File: src/rtl/mem_arb_pkg.sv
// Shared definitions for the two-requester memory arbiter.
//   arb_state_t  : arbiter FSM state encoding (2 bits)
//   OWNER_*      : requester index constants; OWNER_RESET is the owner after
//                  reset, chosen so requester 0 wins the first round-robin grant
//   pick_owner() : grant selection between the two requesters
package mem_arb_pkg;

  typedef enum logic [1:0] {
    ST_IDLE   = 2'b00,
    ST_BUSY   = 2'b01,
    ST_LOCKED = 2'b10
  } arb_state_t;

  localparam logic OWNER_R0    = 1'b0;
  localparam logic OWNER_R1    = 1'b1;
  localparam logic OWNER_RESET = OWNER_R1;

  // Fixed mode: r0 whenever it is pending.
  // Round-robin: the requester that did not own last, if both are pending.
  function automatic logic pick_owner(input logic pend0, input logic pend1,
                                      input logic last_owner, input logic fixed_prio);
    logic win;
    if (pend0 && pend1)
      win = fixed_prio ? OWNER_R0 : ~last_owner;
    else if (pend0)
      win = OWNER_R0;
    else
      win = OWNER_R1;
    return win;
  endfunction

endpackage

File: src/rtl/mem_arbiter.sv
// Two-requester arbiter in front of a single bus-interface memory port.
//   clk, rst_n          : clock, asynchronous active-low reset
//   rK_read/rK_write    : requester K request (held until rK_done)
//   rK_addr/io/wdata    : requester K transaction fields
//   rK_lock             : requester K keeps ownership after its transaction
//   rK_rdata, rK_done   : read data and one-cycle completion to requester K
//   memory_*            : forwarded request to / completion from the bus port
//   busy, owner         : state != IDLE, current/last owner index
//
// state  | meaning
// IDLE   | no owner active; grants on the next edge if anyone is pending
// BUSY   | owner's transaction forwarded to the bus port, awaiting memory_done
// LOCKED | owner keeps the port between transactions; the other side waits
module mem_arbiter
  import mem_arb_pkg::*;
#(
  parameter int PRIORITY_MODE = 0
) (
  input  logic        clk,
  input  logic        rst_n,
  input  logic        r0_read,
  input  logic        r0_write,
  input  logic [15:0] r0_addr,
  input  logic        r0_io,
  input  logic [7:0]  r0_wdata,
  input  logic        r0_lock,
  output logic [7:0]  r0_rdata,
  output logic        r0_done,
  input  logic        r1_read,
  input  logic        r1_write,
  input  logic [15:0] r1_addr,
  input  logic        r1_io,
  input  logic [7:0]  r1_wdata,
  input  logic        r1_lock,
  output logic [7:0]  r1_rdata,
  output logic        r1_done,
  output logic        memory_read,
  output logic        memory_write,
  output logic [15:0] memory_addr,
  output logic        memory_io,
  output logic [7:0]  memory_wdata,
  input  logic [7:0]  memory_rdata,
  input  logic        memory_done,
  output logic        busy,
  output logic        owner
);

  localparam logic FIXED_PRIO = (PRIORITY_MODE != 0);

  arb_state_t state, state_nxt;
  logic       owner_nxt;
  logic       pend0, pend1, own_pend, own_lock;

  always_ff @(posedge clk or negedge rst_n) begin
    if (!rst_n) begin
      state <= ST_IDLE;
      owner <= OWNER_RESET;
    end else begin
      state <= state_nxt;
      owner <= owner_nxt;
    end
  end

  always_comb begin
    state_nxt    = state;
    owner_nxt    = owner;
    memory_read  = 1'b0;
    memory_write = 1'b0;
    memory_addr  = 16'h0000;
    memory_io    = 1'b0;
    memory_wdata = 8'h00;
    r0_done      = 1'b0;
    r1_done      = 1'b0;

    pend0    = r0_read | r0_write;
    pend1    = r1_read | r1_write;
    own_pend = (owner == OWNER_R1) ? pend1 : pend0;
    own_lock = (owner == OWNER_R1) ? r1_lock : r0_lock;

    case (state)
      ST_IDLE: begin
        // A stray done while idle never doubles as a grant edge.
        if ((pend0 || pend1) && !memory_done) begin
          state_nxt = ST_BUSY;
          owner_nxt = pick_owner(pend0, pend1, owner, FIXED_PRIO);
        end
      end
      ST_BUSY: begin
        if (owner == OWNER_R1) begin
          memory_read  = r1_read;
          memory_write = r1_write;
          memory_addr  = r1_addr;
          memory_io    = r1_io;
          memory_wdata = r1_wdata;
          r1_done      = memory_done;
        end else begin
          memory_read  = r0_read;
          memory_write = r0_write;
          memory_addr  = r0_addr;
          memory_io    = r0_io;
          memory_wdata = r0_wdata;
          r0_done      = memory_done;
        end
        // A dropped request without done is ignored: BUSY holds until done.
        if (memory_done)
          state_nxt = own_lock ? ST_LOCKED : ST_IDLE;
      end
      ST_LOCKED: begin
        if (own_pend)
          state_nxt = ST_BUSY;
        else if (!own_lock)
          state_nxt = ST_IDLE;
      end
      default: state_nxt = ST_IDLE;
    endcase
  end

  assign r0_rdata = memory_rdata;
  assign r1_rdata = memory_rdata;
  assign busy     = (state != ST_IDLE);

endmodule

File: config.mk
export PLATFORM = sky130hd
export DESIGN_NAME = mem_arbiter
export DESIGN_NICKNAME = d
export VERILOG_FILES = /design/src/rtl/mem_arb_pkg.sv /design/src/rtl/mem_arbiter.sv
export SDC_FILE = /design/constraint.sdc
export NUM_CORES = 1
export LEC_CHECK = 0
export ABC_CLOCK_PERIOD_IN_PS = 3600
export CAP_MARGIN = 20
export CORE_MARGIN = 2
export CORE_UTILIZATION = 26
export CTS_BUF_LIST = sky130_fd_sc_hd__clkbuf_16
export CTS_CLUSTER_DIAMETER = 200
export DETAILED_ROUTE_END_ITERATION = 10
export PLACE_DENSITY_LB_ADDON = 0.3
export SYNTH_ARGS = -nofsm -noshare
export SYNTH_HDL_FRONTEND = slang
export SYNTH_SLANG_ARGS = --single-unit
File: constraint.sdc
create_clock -name clk -period 3.6 [get_ports clk]
set_input_delay 0.54 -clock clk [delete_from_list [all_inputs] [get_ports clk]]
set_output_delay 0.54 -clock clk [all_outputs]
set_load 0.05 [all_outputs]
Yosys cells after proc, flatten, opt, wreduce, memory -nomap -nowiden

Cells that the tools add are included.

Output and inout port bits: 47
Input port bits: 67
Bits in registers: 3

Reductions and logical operators: 8
Equal/unequal tests: 5
Bitwise logic cells: 3
Multiplexer cells: 24

Operators with widths:

| cell                                                 | count |
|---|---|
| two-way mux 16 bit                                   | 2 |
| two-way mux 8 bit                                    | 2 |
| two-way mux 1 bit                                    | 14 |
| two-way mux 2 bit                                    | 5 |
| case mux 2 bit (3 select lines)                      | 1 |
| inequality test 2 bit (second input constant)        | 2 |
| inequality test 3 bit (second input constant)        | 1 |
| AND reduction 3 bit                                  | 1 |
| equality test 2 x 1 -> 1 bit (second input constant) | 1 |
| equality test 2 bit (second input constant)          | 1 |
| logical AND 1 bit                                    | 2 |
| zero test 2 bit                                      | 1 |
| OR 1 bit                                             | 2 |
| AND reduction 2 bit                                  | 1 |
| nonzero test 2 bit                                   | 1 |
| zero test 1 bit                                      | 1 |
| logical OR 1 bit                                     | 1 |
| NOT 1 bit                                            | 1 |

Longest topological paths before layout

Depth after elaboration: 5
Mapped depth: 4

Least setup slack after synthesis

No wires, ideal clock.

Path type: register -> output
Start: register owner
End: output port memory_addr[0]
Path slack: 1237 ps
Stages on the path, launching flop included: 5
Data required time: 3060 ps
Arrival time: 1823 ps
Path buffers: 2
Cells stage by stage: dfstp_2 clkbuf_8 buf_4 mux2i_1 nor2_1

Word-level cells in the longest chain between the ends: 2

Ends and longest elaborated chain:

| what                   | line              | source |
|---|---|---|
| start, declared        | mem_arbiter.sv:45 | `output logic owner` |
| start signal, assigned | mem_arbiter.sv:60 | `owner <= owner_nxt;` |
| two-way mux 16 bit     | mem_arbiter.sv:89 | `if (owner == OWNER_R1) begin` |
| two-way mux 16 bit     | mem_arbiter.sv:80 | `case (state)` |
| end, declared          | mem_arbiter.sv:39 | `output logic [15:0] memory_addr,` |

Every way passes these cells.

Worst setup path in the final report

Start: register state[1]
End: output port memory_wdata[6]

Word-level cells in the longest chain between the ends: 2

Ends and longest elaborated chain:

| what                         | line              | source |
|---|---|---|
| start, declared              | mem_arbiter.sv:50 | `arb_state_t state, state_nxt;` |
| start signal, assigned       | mem_arbiter.sv:59 | `state <= state_nxt;` |
| equality test 2 x 1 -> 1 bit | mem_arbiter.sv:80 |  |
| two-way mux 8 bit            | mem_arbiter.sv:80 |  |
| end, declared                | mem_arbiter.sv:41 | `output logic [7:0] memory_wdata,` |

Every way passes these cells.

==> results.cfg <==
[timing]
tns_ps = 0
timing.hold.ws_ps = 506
rsz0062_at_grt = false
fin_crit_ps = 2890
setup_viol = 0
finalCritPeriodShare_pct = 80.4
worst_slew_pin_slew_ps = 928
finalHoldViolations = 0
finClkSkew_ps = 2.31
relSlewSlack_pct = 38.1
fmax_mhz = 346
slew_viol_final = 0

[logic_synthesis]
yosysSeqAreaShare_pct = 9.67
muxShareOfSynthArea_pct = 35.5
synth_xor_area_share_pct = 0
synthTopCellsByArea = mux2i_1, buf_4, nor2_1, dfrtp_1, buf_6
synthMostInstantiatedCell = nor2_1
yosys_warnings = 0
synth_flop_cell = dfrtp_1
ys_types = 21
synth.largest_area_cell = mux2i_1
ys_top_cells_by_count = nor2_1, mux2i_1, buf_4
syn_area_um2 = 790
syn_inst = 100
ys_seq_elements = 3
synth_compound_area_share_pct = 9.19
syn_nets = 167
synth_top_family_by_area = multiplexers
netlist.area_leader.share_pct = 35.5
yosys.area_share.simple_pct = 21.4
postSynthAreaPerCell_um2 = 7.90
synthAdderAreaFrac_pct = 0
async_reset_ff_share_pct = 100
synth_edf_count = 0

[worst_setup_path]
worstPathCellList = nand2b_1 > nor2_1 > clkdlybuf4s50_1
cp-start-kind = flop
r2r_setup_slack_ps = 2030
rr_endpoint = state[1]
worst-path-max-fanout = 27
worstReg2RegStart = owner
crit_buf_inv = 1
crit_required_ps = 3060
critPathMaxStageDelay_ps = 840
critical_path.top_delay_family = simple AND/OR/NAND/NOR gates
slowest_stage = clkdlybuf4s50_1
rr_worst_depth = 4
cp.arrival_ps = 2350
worstSetupPathType = reg2out
worstSetupEndpointType = output pin

[cts]
h-tree-depth = 1
cts_resized = 0
tritoncts_num_sinks = 3
post_cts_buffers = 0
cts-root-buf = clkbuf_16
cts_tree = yes
cts_buffers = 3
clk_path_buf_depth = 2
path_clk_slew_ps = 30
hold_buffers = 0
clock_latency_ps = 220

[die]
start_util_pct = 27.9
dieWidth_um = 59.1
dieArea_mm2 = 0.00349
core_area_mm2 = 0.00283
ios = 114
fp-row-count = 19
die_height_um = 59.1

[grt]
grt_usage_pct = 15.5
grt_pass1_vias = 905
antenna_found_initial = 0
overflow = 0
grt_pass1_wl_um = 4150
grt_start_max_net_pins = 28

[flow_run]
drv_cap = 0

[finish]
drive_gt1_share_pct = 5.85
syn2layout_area_growth_pct = 106
n_antenna_cell = 0
layout.nets = 239

[power_and_ir_drop]
vdd_drop_max_uv = 623
power.density_mw_per_mm2 = 657
p_leak_nw = 0.673

[placed_design]
place.gp.congestion = 0.698
io_buffers = 89
place_hpwl_um = 2380

[run_status]
status = completed

[route]
antenna_left = 0
drt-vias-per-instance = 4.59
dr.pass1.iters = 4
avgRoutedWirePerCell_um = 14.0
num_vias = 927
drc = 0
drtIter0Drc = 54
totalWireLength_um = 2830

[worst_hold_path]
hp-class = in2async
registers in the layout, summed over array words and instances (netlist names):
register  flops
owner         1
state         2
kinds of logic (layout without fill, tap and decap cells):
family                 count (synthesis)  count (layout)
buffers and inverters                 23              94
and+or+nand+nor                       39              39
muxes                                 28              28
AOI/OAI and AO/OA                      7               7
DFF                                    3               3
layer usage:
metal  vias up  GRT usage (%)  part of all wire, %
met1       408           17.8                   42
met3         0           5.24                   11
met2        55           28.7                   47
met4         0           1.30                    0
met5         -              0                    0
li1        464              -                    -
layout by cell type (no fill, tap or decap), types with 2 or more instances in the layout:
| master | instances |
|---|---|
| clkdlybuf4s50_1 | 89 |
| dfrtp_1 | 2 |
| mux2i_1 | 28 |
| a21oi_1 | 2 |
| clkbuf_16 | 3 |
| nand2b_1 | 2 |
| nor2_1 | 30 |
| nand2_1 | 2 |
report_power, final:
| group | total [mW] | internal, mW | switching (mW) | leakage [nW] |
|---|---|---|---|---|
| logic | 0.818 | 0.337 | 0.481 | 0.595 |
| registers | 0.0796 | 0.0481 | 0.0314 | 0.0359 |
| clock network | 0.172 | 0.143 | 0.0285 | 0.0423 |
worst max path at each step:
stage                                 end  depth (start not counted)        start  slack (ps)
after global placement            r0_done                          4  memory_done         920
after global routing          memory_read                          3     state[1]         530
after CTS                 memory_wdata[6]                          3     state[1]         670
after detailed placement  memory_wdata[6]                          3     state[1]         900
after floorplan            memory_addr[0]                          4        owner        1240
final                     memory_wdata[6]                          3     state[1]         710
stage by stage:
stage / power [mW] / area, um^2 / cells / worst slack, ps / util [%]
6_report: 1.07 / 1630 / 202 / 707 / 57.5
5_1_grt: 1.12 / 1630 / 202 / 533 / 57.5
4_1_cts: 1.08 / 1630 / 202 / 667 / 57.5
3_5_place_dp: 0.902 / 1550 / 198 / 901 / 54.7
3_3_place_gp: 0.895 / 1550 / 198 / 924 / 54.7
2_1_floorplan: 0.723 / 790 / 100 / 1240 / -
layout make-up:
class / instances / area (um^2)
Fill cell: 247 / 1200
Timing Repair Buffer: 90 / 911
Multi-Input combinational cell: 74 / 522
Sequential cell: 3 / 76.3
Clock buffer: 3 / 75.1
Tap cell: 31 / 38.8
Clock inverter: 1 / 3.75
Power figures use the tool's default switching activity.
